--- src/rtl/lut_eval_pkg.sv ---
// Shared types and helpers for the programmable truth-table evaluator.
package lut_eval_pkg;

  // Controller states: idle (loads and single evaluations) or sweeping all inputs.
  typedef enum logic {
    IDLE  = 1'b0,
    SWEEP = 1'b1
  } state_t;

  // Largest supported number of function inputs (a 256-entry table).
  localparam int N_IN_MAX = 8;

  // Truth-table width for a given number of inputs: one bit per input vector.
  function automatic int tt_width(input int n_in);
    return 1 << n_in;
  endfunction

endpackage

--- src/rtl/tt_popcount.sv ---
// Combinational population count of a truth table, i.e. its minterm count.
module tt_popcount #(
  parameter  int TT_W  = 8,
  localparam int CNT_W = $clog2(TT_W) + 1
) (
  input  logic [TT_W-1:0]  tt,
  output logic [CNT_W-1:0] cnt
);

  // Sum every table bit; the width holds the all-ones case (count == TT_W).
  always_comb begin
    cnt = '0;
    for (int i = 0; i < TT_W; i++) begin
      cnt = cnt + CNT_W'(tt[i]);
    end
  end

endmodule

--- src/rtl/lut_sweep_eval.sv ---
// Run-time loadable N-input Boolean function: single evaluations on request,
// or an autonomous sweep of all 2^N inputs streamed through a valid/ready slot.
// N_IN is expected to lie in 1..N_IN_MAX.
module lut_sweep_eval
  import lut_eval_pkg::*;
#(
  parameter  int N_IN = 3,
  localparam int TT_W = tt_width(N_IN)
) (
  input  logic            clk,
  input  logic            rst,
  input  logic            cfg_valid,
  input  logic [TT_W-1:0] cfg_tt,
  output logic            cfg_ready,
  input  logic            eval_valid,
  input  logic [N_IN-1:0] eval_in,
  output logic            eval_ready,
  input  logic            sweep_start,
  output logic            out_valid,
  input  logic            out_ready,
  output logic [N_IN-1:0] out_in,
  output logic            out_f,
  output logic            out_last,
  output logic            busy,
  output logic            sweep_done,
  output logic [N_IN:0]   minterm_cnt
);

  localparam logic [N_IN-1:0] IDX_LAST = '1;

  state_t          state_q;
  state_t          state_d;
  logic [TT_W-1:0] tt;
  logic [N_IN-1:0] idx;
  logic [N_IN:0]   cfg_popcnt;
  logic            slot_free;
  logic            cfg_fire;
  logic            eval_fire;
  logic            sweep_go;
  logic            sweep_load;

  tt_popcount #(.TT_W(TT_W)) u_popcount (
    .tt  (cfg_tt),
    .cnt (cfg_popcnt)
  );

  // The single output register can take a new result when empty or being drained.
  assign slot_free = !out_valid || out_ready;

  // Next state, handshake readiness and the per-cycle action strobes.
  always_comb begin
    state_d    = state_q;
    cfg_ready  = 1'b0;
    eval_ready = 1'b0;
    busy       = 1'b0;
    sweep_go   = 1'b0;
    sweep_load = 1'b0;
    unique case (state_q)
      IDLE: begin
        cfg_ready  = 1'b1;
        eval_ready = slot_free;
        // A simultaneous table load takes priority and the start request is lost.
        sweep_go   = sweep_start && !cfg_valid;
        if (sweep_go) begin
          state_d = SWEEP;
        end
      end
      SWEEP: begin
        busy       = 1'b1;
        sweep_load = slot_free;
        if (sweep_load && (idx == IDX_LAST)) begin
          state_d = IDLE;
        end
      end
      default: state_d = IDLE;
    endcase
  end

  assign cfg_fire  = cfg_valid && cfg_ready;
  assign eval_fire = eval_valid && eval_ready;

  // State register.
  always_ff @(posedge clk) begin
    if (rst) begin
      state_q <= IDLE;
    end else begin
      state_q <= state_d;
    end
  end

  // Truth table and its minterm count; an eval in the same cycle still sees the old table.
  always_ff @(posedge clk) begin
    if (rst) begin
      tt          <= '0;
      minterm_cnt <= '0;
    end else if (cfg_fire) begin
      tt          <= cfg_tt;
      minterm_cnt <= cfg_popcnt;
    end
  end

  // Sweep index: restarts at zero on each sweep and advances once per emitted result.
  always_ff @(posedge clk) begin
    if (rst) begin
      idx <= '0;
    end else if (sweep_go) begin
      idx <= '0;
    end else if (sweep_load) begin
      idx <= idx + N_IN'(1);
    end
  end

  // Output slot: loaded by an eval or a sweep step, emptied when the consumer takes it.
  always_ff @(posedge clk) begin
    if (rst) begin
      out_valid <= 1'b0;
      out_in    <= '0;
      out_f     <= 1'b0;
      out_last  <= 1'b0;
    end else if (eval_fire) begin
      out_valid <= 1'b1;
      out_in    <= eval_in;
      out_f     <= tt[eval_in];
      out_last  <= 1'b0;
    end else if (sweep_load) begin
      out_valid <= 1'b1;
      out_in    <= idx;
      out_f     <= tt[idx];
      out_last  <= (idx == IDX_LAST);
    end else if (out_valid && out_ready) begin
      out_valid <= 1'b0;
    end
  end

  // One-cycle completion pulse once the final sweep entry has been consumed.
  always_ff @(posedge clk) begin
    if (rst) begin
      sweep_done <= 1'b0;
    end else begin
      sweep_done <= out_valid && out_ready && out_last;
    end
  end

endmodule

--- config.mk ---
export PLATFORM = sky130hd
export DESIGN_NAME = lut_sweep_eval
export DESIGN_NICKNAME = d
export VERILOG_FILES = /design/src/rtl/lut_eval_pkg.sv /design/src/rtl/tt_popcount.sv /design/src/rtl/lut_sweep_eval.sv
export SDC_FILE = /design/constraint.sdc
export NUM_CORES = 1
export LEC_CHECK = 0
export ABC_CLOCK_PERIOD_IN_PS = 7500
export CORE_UTILIZATION = 27
export DETAILED_ROUTE_END_ITERATION = 16
export PLACE_DENSITY_LB_ADDON = 0.1
export RECOVER_POWER = 50
export SETUP_SLACK_MARGIN = 0.1
export SLEW_MARGIN = 40
export SYNTH_ARGS = -nofsm -noshare
export SYNTH_HDL_FRONTEND = slang
export SYNTH_SLANG_ARGS = --single-unit
--- constraint.sdc ---
create_clock -name clk -period 7.5 [get_ports clk]
set_input_delay 0.75 -clock clk [delete_from_list [all_inputs] [get_ports clk]]
set_output_delay 0.75 -clock clk [all_outputs]
set_load 0.005 [all_outputs]
Word-level counts from Yosys, hierarchy flattened
Index checks and enable logic that the tools add are counted.

word-level totals
  latch bits = 0
  output and inout bits = 14
  memories = 0
  memory bits (writable) = 0
  input bits = 17
  word-level logic and storage cells = 53
  ROM bits = 0
  flip-flop bits (word level) = 23

cells by class
  shifts and indexed selects = 0
  div/mod/pow operators = 0
  $add $sub $neg = 8
  bitwise operators = 1
  $lt $le $gt $ge = 2
  mux-type cells = 19
  multipliers = 0
  reductions and logical operators = 13
  equality and inequality tests = 1

operators by type and width
  cell                   count
  $add A4 B1 Y4          6
  $mux W1                14
  $lt A3 B4 Y1 const B   2
  $bmux W1 S3            2
  $logic_and A1 B1 Y1    6
  $mux W3                2
  $reduce_or A2 Y1       2
  $add A3 B1 Y3 const B  1
  $eq A3 B3 Y1 const B   1
  $reduce_bool A3 Y1     1
  $add A1 B1 Y2          1
  $logic_not A1 Y1       2
  $pmux W1 S2            1
  $reduce_bool A2 Y1     1
  $logic_or A1 B1 Y1     1
  $not A1 Y1             1

Longest topological paths before layout
Gate-level depths: netlist (run 1).

  depth after elaboration = 7
  gate-level depth with buffers = 10
  depth with buffers taken out = 10

Hierarchy
Synthesis (run 1) repeated with hierarchy kept, for this count alone.

second synthesis, totals
  cells, all modules = 132
  area, all modules = 1,199.9 um2

by module, submodules not included
  module          area each (um2)  cells an instance  sequential area each (um2)  instances
  lut_sweep_eval  1,007.2          110                460.4                       1
  tt_popcount     192.7            22                 0.0                         1

Least setup slack after synthesis (run 1)
OpenSTA, ideal clock, no wires.

  kind = in2reg
  from = input port cfg_tt[0]
  to = register minterm_cnt[2]
  data required time = 7.430 ns
  buffers on the path = 0
  path slack = 4.344 ns
  stages = 9
  arrival = 3.086 ns
  cell sequence = ha_1 inv_1 fa_1 fa_1 fa_1 fa_1 xnor2_1 nand2_1 a21oi_1

between the ends
  longest elaborated chain between the ends = 7

ends and longest elaborated chain
  what                         RTL line              text
  start: declaration           lut_sweep_eval.sv:13  input logic [TT_W-1:0] cfg_tt,
  $add A1 B1 Y2                tt_popcount.sv:14     cnt = cnt + CNT_W'(tt[i]);
  $add A4 B1 Y4 (6 in series)  tt_popcount.sv:14
  end signal: assignment       lut_sweep_eval.sv:98  minterm_cnt <= cfg_popcnt;
  end: declaration             lut_sweep_eval.sv:26  output logic [N_IN:0] minterm_cnt

Every way passes these cells.
A chain may end at the register's enable or synchronous reset.

Worst setup path in the final report (run 1)
Same ends and word-level chain as after synthesis.

==> results of run 1 <==
how the worst max path moves through the flow:
stage / start / to / slack [ns] / depth (start not counted)
floorplan: cfg_tt[0] / minterm_cnt[2]$_SDFFE_PP0P_ / 4.34 / 9
global placement: cfg_tt[0] / minterm_cnt[2]$_SDFFE_PP0P_ / 3.80 / 10
global route: cfg_tt[1] / minterm_cnt[2]$_SDFFE_PP0P_ / 3.92 / 10
finish: cfg_tt[0] / minterm_cnt[2]$_SDFFE_PP0P_ / 4.02 / 10
detailed placement: cfg_tt[1] / minterm_cnt[2]$_SDFFE_PP0P_ / 3.76 / 10
CTS: cfg_tt[1] / minterm_cnt[2]$_SDFFE_PP0P_ / 4.02 / 10
sequential cells by signal, indices dropped and copies added, names as in the netlist:
signal / flops
tt: 8
minterm_cnt: 4
idx: 3
out_in: 3
out_f: 1
out_last: 1
out_valid: 1
state_q: 1
sweep_done: 1
layer usage:
metal | vias to the layer above | part of all wire, % | global-route usage, %
met5 | - | 0 | 0
met1 | 466 | 45 | 14.5
met4 | 0 | 0.97 | 5.47
li1 | 504 | - | -
met3 | 2 | 5.0 | 2.67
met2 | 24 | 49 | 21.8
Yosys cell counts, types with 2 or more instances:
| library cell | number |
|---|---|
| dfxtp_1 | 23 |
| nand2_1 | 23 |
| a21oi_1 | 14 |
| nor2_1 | 13 |
| inv_1 | 10 |
| a211oi_1 | 5 |
| ha_1 | 5 |
| fa_1 | 4 |
| nand3_1 | 3 |
| o22ai_1 | 3 |
| clkbuf_1 | 2 |
| mux4_1 | 2 |
| mux4_4 | 2 |
| nor2b_1 | 2 |
cell families after synthesis:
logic type	after synthesis
and+or+nand+nor	48
DFF	23
buffers and inverters	16
AOI/OAI and AO/OA	28
xor gates and xnor gates	2
adders and majority gates	9
muxes	5
power by group through the flow:
stage                     sequential, mW  combinational, mW  clock (mW)
after floorplan                    0.138             0.0403           0
after global placement             0.140             0.0685           0
after detailed placement           0.140             0.0693           0
after CTS                          0.137             0.0695      0.0790
after global routing               0.139             0.0765      0.0857
final                              0.137             0.0673      0.0753
stage by stage:
stage                     util, %  power (mW)  cell area (um^2)  worst slack, ns
after floorplan                 -       0.179              1190             4.34
after global placement       37.2       0.209              1530             3.80
after detailed placement     37.2       0.210              1530             3.76
after CTS                    38.3       0.286              1580             4.02
after global routing         38.3       0.301              1580             3.92
final                        38.3       0.280              1580             4.02
worst max-delay path, delay by kind of cell:
| family | cells | cell delay, ns |
|---|---|---|
| and+or+nand+nor | 1 | 0.07 |
| buffers and inverters | 2 | 0.47 |
| xor gates and xnor gates | 1 | 0.15 |
| AOI/OAI and AO/OA | 1 | 0.17 |
| adders and majority gates | 5 | 2.06 |
cell type report:
| cell class | instances | share of cell area, % |
|---|---|---|
| Clock buffer | 3 | 2.62 |
| Clock inverter | 1 | 0.318 |
| Inverter | 11 | 2.62 |
| Multi-Input combinational cell | 92 | 42.2 |
| Sequential cell | 23 | 29.2 |
| Tap cell | 50 | 3.97 |
| Timing Repair Buffer | 30 | 19.1 |
==> flow_summary.json, run 1 <==
{
  "max_slew.worst_pin.slew_ns": 0.849,
  "drv_slew": 0,
  "max_stage_delay_ns": 0.49,
  "rsz0062_at_grt": "no",
  "hold_class": "reg2reg",
  "cts.sinks": 23,
  "maxCapViolCount": 0,
  "antenna_found_initial": 0,
  "min_from": "minterm_cnt[2]$_SDFFE_PP0P_",
  "die_x_um": 68.5,
  "synth-main-ff-cell": "dfxtp_1",
  "syn_to_final_growth_pct": 32.1,
  "regArea_um2": 460,
  "syn_inst": 131,
  "synthTopCellsByArea": "dfxtp_1 (39%), nand2_1 (7.2%), fa_1 (6.7%)",
  "cts_setup_buffers": 0,
  "nets": 187,
  "clockBufferDepth": 2,
  "final_cell_mix": "nand2_1 (23), dfxtp_1 (23), clkdlybuf4s50_1 (23)",
  "hold_path_depth": 2,
  "holdWs_ns": 0.463,
  "grt_first_pass_wirelength_um": 4280,
  "yosys.area.top_type_share_pct": 38.6,
  "min_to": "minterm_cnt[2]$_SDFFE_PP0P_",
  "synthXorXnorAreaFrac_pct": 1.47,
  "hold_viol_final": 0,
  "drive_gt1_share_pct": 6.25,
  "cp.arrival_ns": 3.66,
  "drc": 0,
  "antenna_cells": 0,
  "grt_pass1_vias": 971,
  "wl_per_cell_um": 12.2,
  "cp-start-kind": "input pin",
  "core_area_um2": 4120,
  "grt-ovfl-total": 0,
  "routabilityCongestion": 0.697,
  "dr.first_iter.drc_count": 56,
  "synth_mux_area_share_pct": 9.86,
  "syn-num-nets": 157,
  "holdBufCountCts": 0,
  "io_buffers": 30,
  "placed_cells": 206,
  "hpwlAfterDp_um": 2030,
  "r2r-end": "minterm_cnt[3]$_SDFFE_PP0P_",
  "yosys.area_share.simple_pct": 17.9,
  "p_switching_mw": 0.0747,
  "finalWirelength_um": 2570,
  "synthDistinctLibCells": 34,
  "cts_resized": 0,
  "crit_path_cell_trace": "clkdlybuf4s50_1, ha_1, inv_1, fa_1, fa_1, fa_1, fa_1, xnor2_1, nand2_1, a21oi_1",
  "grt_max_degree": 22,
  "die_h_um": 68.5,
  "yosysSeqAreaShare_pct": 38.6,
  "via_per_inst": 4.74,
  "synth_area_leader_cell": "dfxtp_1",
  "htreeDepth": 1,
  "status": "finished clean",
  "clock_skew_ns": 0.000515,
  "synth_edf_count": 0,
  "combPwrFrac_pct": 24.1,
  "tns_ns": 0,
  "crit_fanout": 2,
  "firstDrtPassIters": 4,
  "synth_warnings": 0,
  "finalSetupViolations": 0,
  "peakVddDrop_mv": 0.0551,
  "r2r_slack_ns": 5.89,
  "critPathRequiredTime_ns": 7.69,
  "pin_count": 31,
  "syn_area_per_cell_um2": 9.10,
  "multiInputGateArea_um2": 664,
  "fp.dieArea_um2": 4690,
  "clock_power_share_pct": 26.9,
  "vias": 996,
  "path_class": "in2reg",
  "period_needed_ns": 3.48,
  "synth_compound_area_share_pct": 14.7,
  "r2r_start": "state_q$_SDFF_PP0_",
  "async_flop_share_pct": 0,
  "synth-seq-cells": 23,
  "p_int_mw": 0.205,
  "period_share_pct": 46.4,
  "initial_core_util_pct": 29.0,
  "cts-buffers-inserted": 3,
  "drtAntennaViolNets": 0,
  "cts_tree": "yes",
  "layoutNonFillerInstCount": 210,
  "seqPwrFrac_pct": 49.0,
  "cp_slowest_cell": "fa_1",
  "fillers": 445,
  "std_cell_rows": 23,
  "max_freq_mhz": 288,
  "synthAdderAreaFrac_pct": 12.0,
  "cp-end-kind": "flip-flop",
  "cts_root_buf": "clkbuf_8",
  "grt_use_total_pct": 12.5,
  "netlist_area_um2": 1190,
  "path_clk_slew_ns": 0.08,
  "synth_top_family_by_area": "simple AND/OR/NAND/NOR gates",
  "clock_latency_ns": 0.26,
  "p_per_area_nw_per_um2": 178,
  "reg2reg_depth": 3,
  "cellLeakagePower_nw": 0.638,
  "slew_headroom_pct": 43.3,
  "swShare_pct": 26.7,
  "crit_top_cell": "fa_1"
}
No activity file was read; power rests on OpenSTA's default activity.
==> run 2, diff against run 1 <==
--- a/config.mk
+++ b/config.mk
@@ -5,7 +5,7 @@
 export SDC_FILE = /design/constraint.sdc
 export NUM_CORES = 1
 export LEC_CHECK = 0
-export ABC_CLOCK_PERIOD_IN_PS = 7500
+export ABC_CLOCK_PERIOD_IN_PS = 3500
 export CORE_UTILIZATION = 27
 export DETAILED_ROUTE_END_ITERATION = 16
 export PLACE_DENSITY_LB_ADDON = 0.1
==> constraint.sdc (replaced) <==
create_clock -name clk -period 3.5 [get_ports clk]
set_input_delay 0.35 -clock clk [delete_from_list [all_inputs] [get_ports clk]]
set_output_delay 0.35 -clock clk [all_outputs]
set_load 0.005 [all_outputs]
==> flow_summary.json, run 2 (synthesis gave the netlist of run 1 again) <==
{
  "status": "finished clean",
  "largest_reg_flops": 8,
  "grt-ovfl-total": 0,
  "largest-register": "tt",
  "grt_pass1_vias": 971,
  "period_share_pct": 87.6,
  "placed_cells": 206,
  "finalWirelength_um": 2570,
  "initial_core_util_pct": 29.0,
  "reg_top3": "tt (8), minterm_cnt (4)",
  "cts-buffers-inserted": 3,
  "die_x_um": 68.5,
  "cts_setup_buffers": 0,
  "clock_latency_ns": 0.26,
  "hold_viol_final": 0,
  "std_cell_rows": 23,
  "cts_root_buf": "clkbuf_8",
  "crit_fanout": 2,
  "maxCapViolCount": 0,
  "cp-end-kind": "flip-flop",
  "p_int_mw": 0.438,
  "core_area_um2": 4120,
  "critPathRequiredTime_ns": 3.69,
  "vias": 994,
  "hold_class": "reg2reg",
  "layoutNonFillerInstCount": 210,
  "pin_count": 31,
  "grt_first_pass_wirelength_um": 4280,
  "antenna_found_initial": 0,
  "tns_ns": 0,
  "antenna_cells": 0,
  "swShare_pct": 26.8,
  "cp.arrival_ns": 3.25,
  "clock_power_share_pct": 27.0,
  "drv_slew": 0,
  "io_buffers": 30,
  "drc": 0,
  "grt_use_total_pct": 12.5,
  "via_per_inst": 4.73,
  "cts_tree": "yes",
  "period_needed_ns": 3.06,
  "cellLeakagePower_nw": 0.656,
  "holdBufCountCts": 0,
  "final_cell_mix": "nand2_1 (23), dfxtp_1 (23), clkdlybuf4s50_1 (18)",
  "dr.first_iter.drc_count": 44,
  "p_per_area_nw_per_um2": 378,
  "die_h_um": 68.5,
  "cts.sinks": 23,
  "grt_max_degree": 22,
  "path_class": "in2reg",
  "combPwrFrac_pct": 23.9,
  "drtAntennaViolNets": 0,
  "p_switching_mw": 0.160,
  "syn_to_final_growth_pct": 32.5,
  "max_freq_mhz": 326,
  "slew_headroom_pct": 50.9,
  "peakVddDrop_mv": 0.118,
  "drive_gt1_share_pct": 7.50,
  "rsz0062_at_grt": "no",
  "clock_skew_ns": 0.000499,
  "fp.dieArea_um2": 4690,
  "r2r_slack_ns": 1.90,
  "fillers": 443,
  "cts_resized": 0,
  "cp-start-kind": "input pin",
  "path_clk_slew_ns": 0.08,
  "seqPwrFrac_pct": 49.1,
  "firstDrtPassIters": 4,
  "finalSetupViolations": 0,
  "clockBufferDepth": 2,
  "routabilityCongestion": 0.697,
  "hpwlAfterDp_um": 2030,
  "htreeDepth": 1,
  "nets": 187,
  "max_slew.worst_pin.slew_ns": 0.734,
  "wl_per_cell_um": 12.3
}
## run 2: cell types whose count changed in the layout (fill, tap and decap cells not counted)
cell             change
clkdlybuf4s50_1      -5
dlygate4sd3_1        +5
nor2b_1              -2
nor2b_2              +2
or2_0                +1
or2_1                -1
## run 2: critical path: stages
cell	delay, ns
clkdlybuf4s50_1	0.43
ha_1	0.29
inv_1	0.04
fa_1	0.49
fa_1	0.43
fa_1	0.43
fa_1	0.42
xnor2_1	0.15
nand2_1	0.07
a21oi_1	0.15
## run 2: routing by layer
layer  share of wire (%)  wire [um]  GRT usage, %  up-vias
li1                    -          -             -      506
met1                  45       1170          14.5      464
met2                  49       1260          21.8       22
met3                 4.7        122          2.67        2
met4                0.97         25          5.47        0
met5                   0          0             0        -
## run 2: area by class of cell
type	count	area (um^2)	area share, %
clock buffers	3	41.3	2.61
clock inverters	1	5.00	0.317
inverters	11	41.3	2.61
multi-input cells	92	669	42.4
flip-flops and latches	23	460	29.1
well taps	50	62.6	3.96
repair buffers	30	300	19.0
## run 2: metrics by stage
step / cell area, um^2 / power [mW] / util [%] / worst slack, ns / hold slack [ns]
4_1_cts: 1580 / 0.613 / 38.3 / 0.417 / 0.465
3_5_place_dp: 1530 / 0.449 / 37.2 / 0.160 / 0.446
3_3_place_gp: 1530 / 0.447 / 37.2 / 0.201 / 0.443
2_1_floorplan: 1190 / 0.383 / - / 0.744 / 0.441
6_report: 1580 / 0.598 / 38.4 / 0.435 / 0.460
5_1_grt: 1580 / 0.642 / 38.4 / 0.337 / 0.502
## run 2: power by group through the flow
stage | registers, mW | clock network [mW] | logic [mW]
2_1_floorplan | 0.297 | 0 | 0.0865
3_3_place_gp | 0.300 | 0 | 0.147
3_5_place_dp | 0.301 | 0 | 0.148
4_1_cts | 0.294 | 0.169 | 0.149
5_1_grt | 0.297 | 0.184 | 0.162
6_report | 0.294 | 0.161 | 0.143
## run 2: final timing paths
path                                             startpoint                     endpoint  depth (start not counted)
worst max-delay path                              cfg_tt[1]  minterm_cnt[2]$_SDFFE_PP0P_                         10
worst min register to register  minterm_cnt[2]$_SDFFE_PP0P_  minterm_cnt[2]$_SDFFE_PP0P_                          2
worst max register to register          idx[1]$_SDFFE_PP0P_           out_f$_SDFFE_PP0P_                          4
worst min-delay path            minterm_cnt[2]$_SDFFE_PP0P_  minterm_cnt[2]$_SDFFE_PP0P_                          2
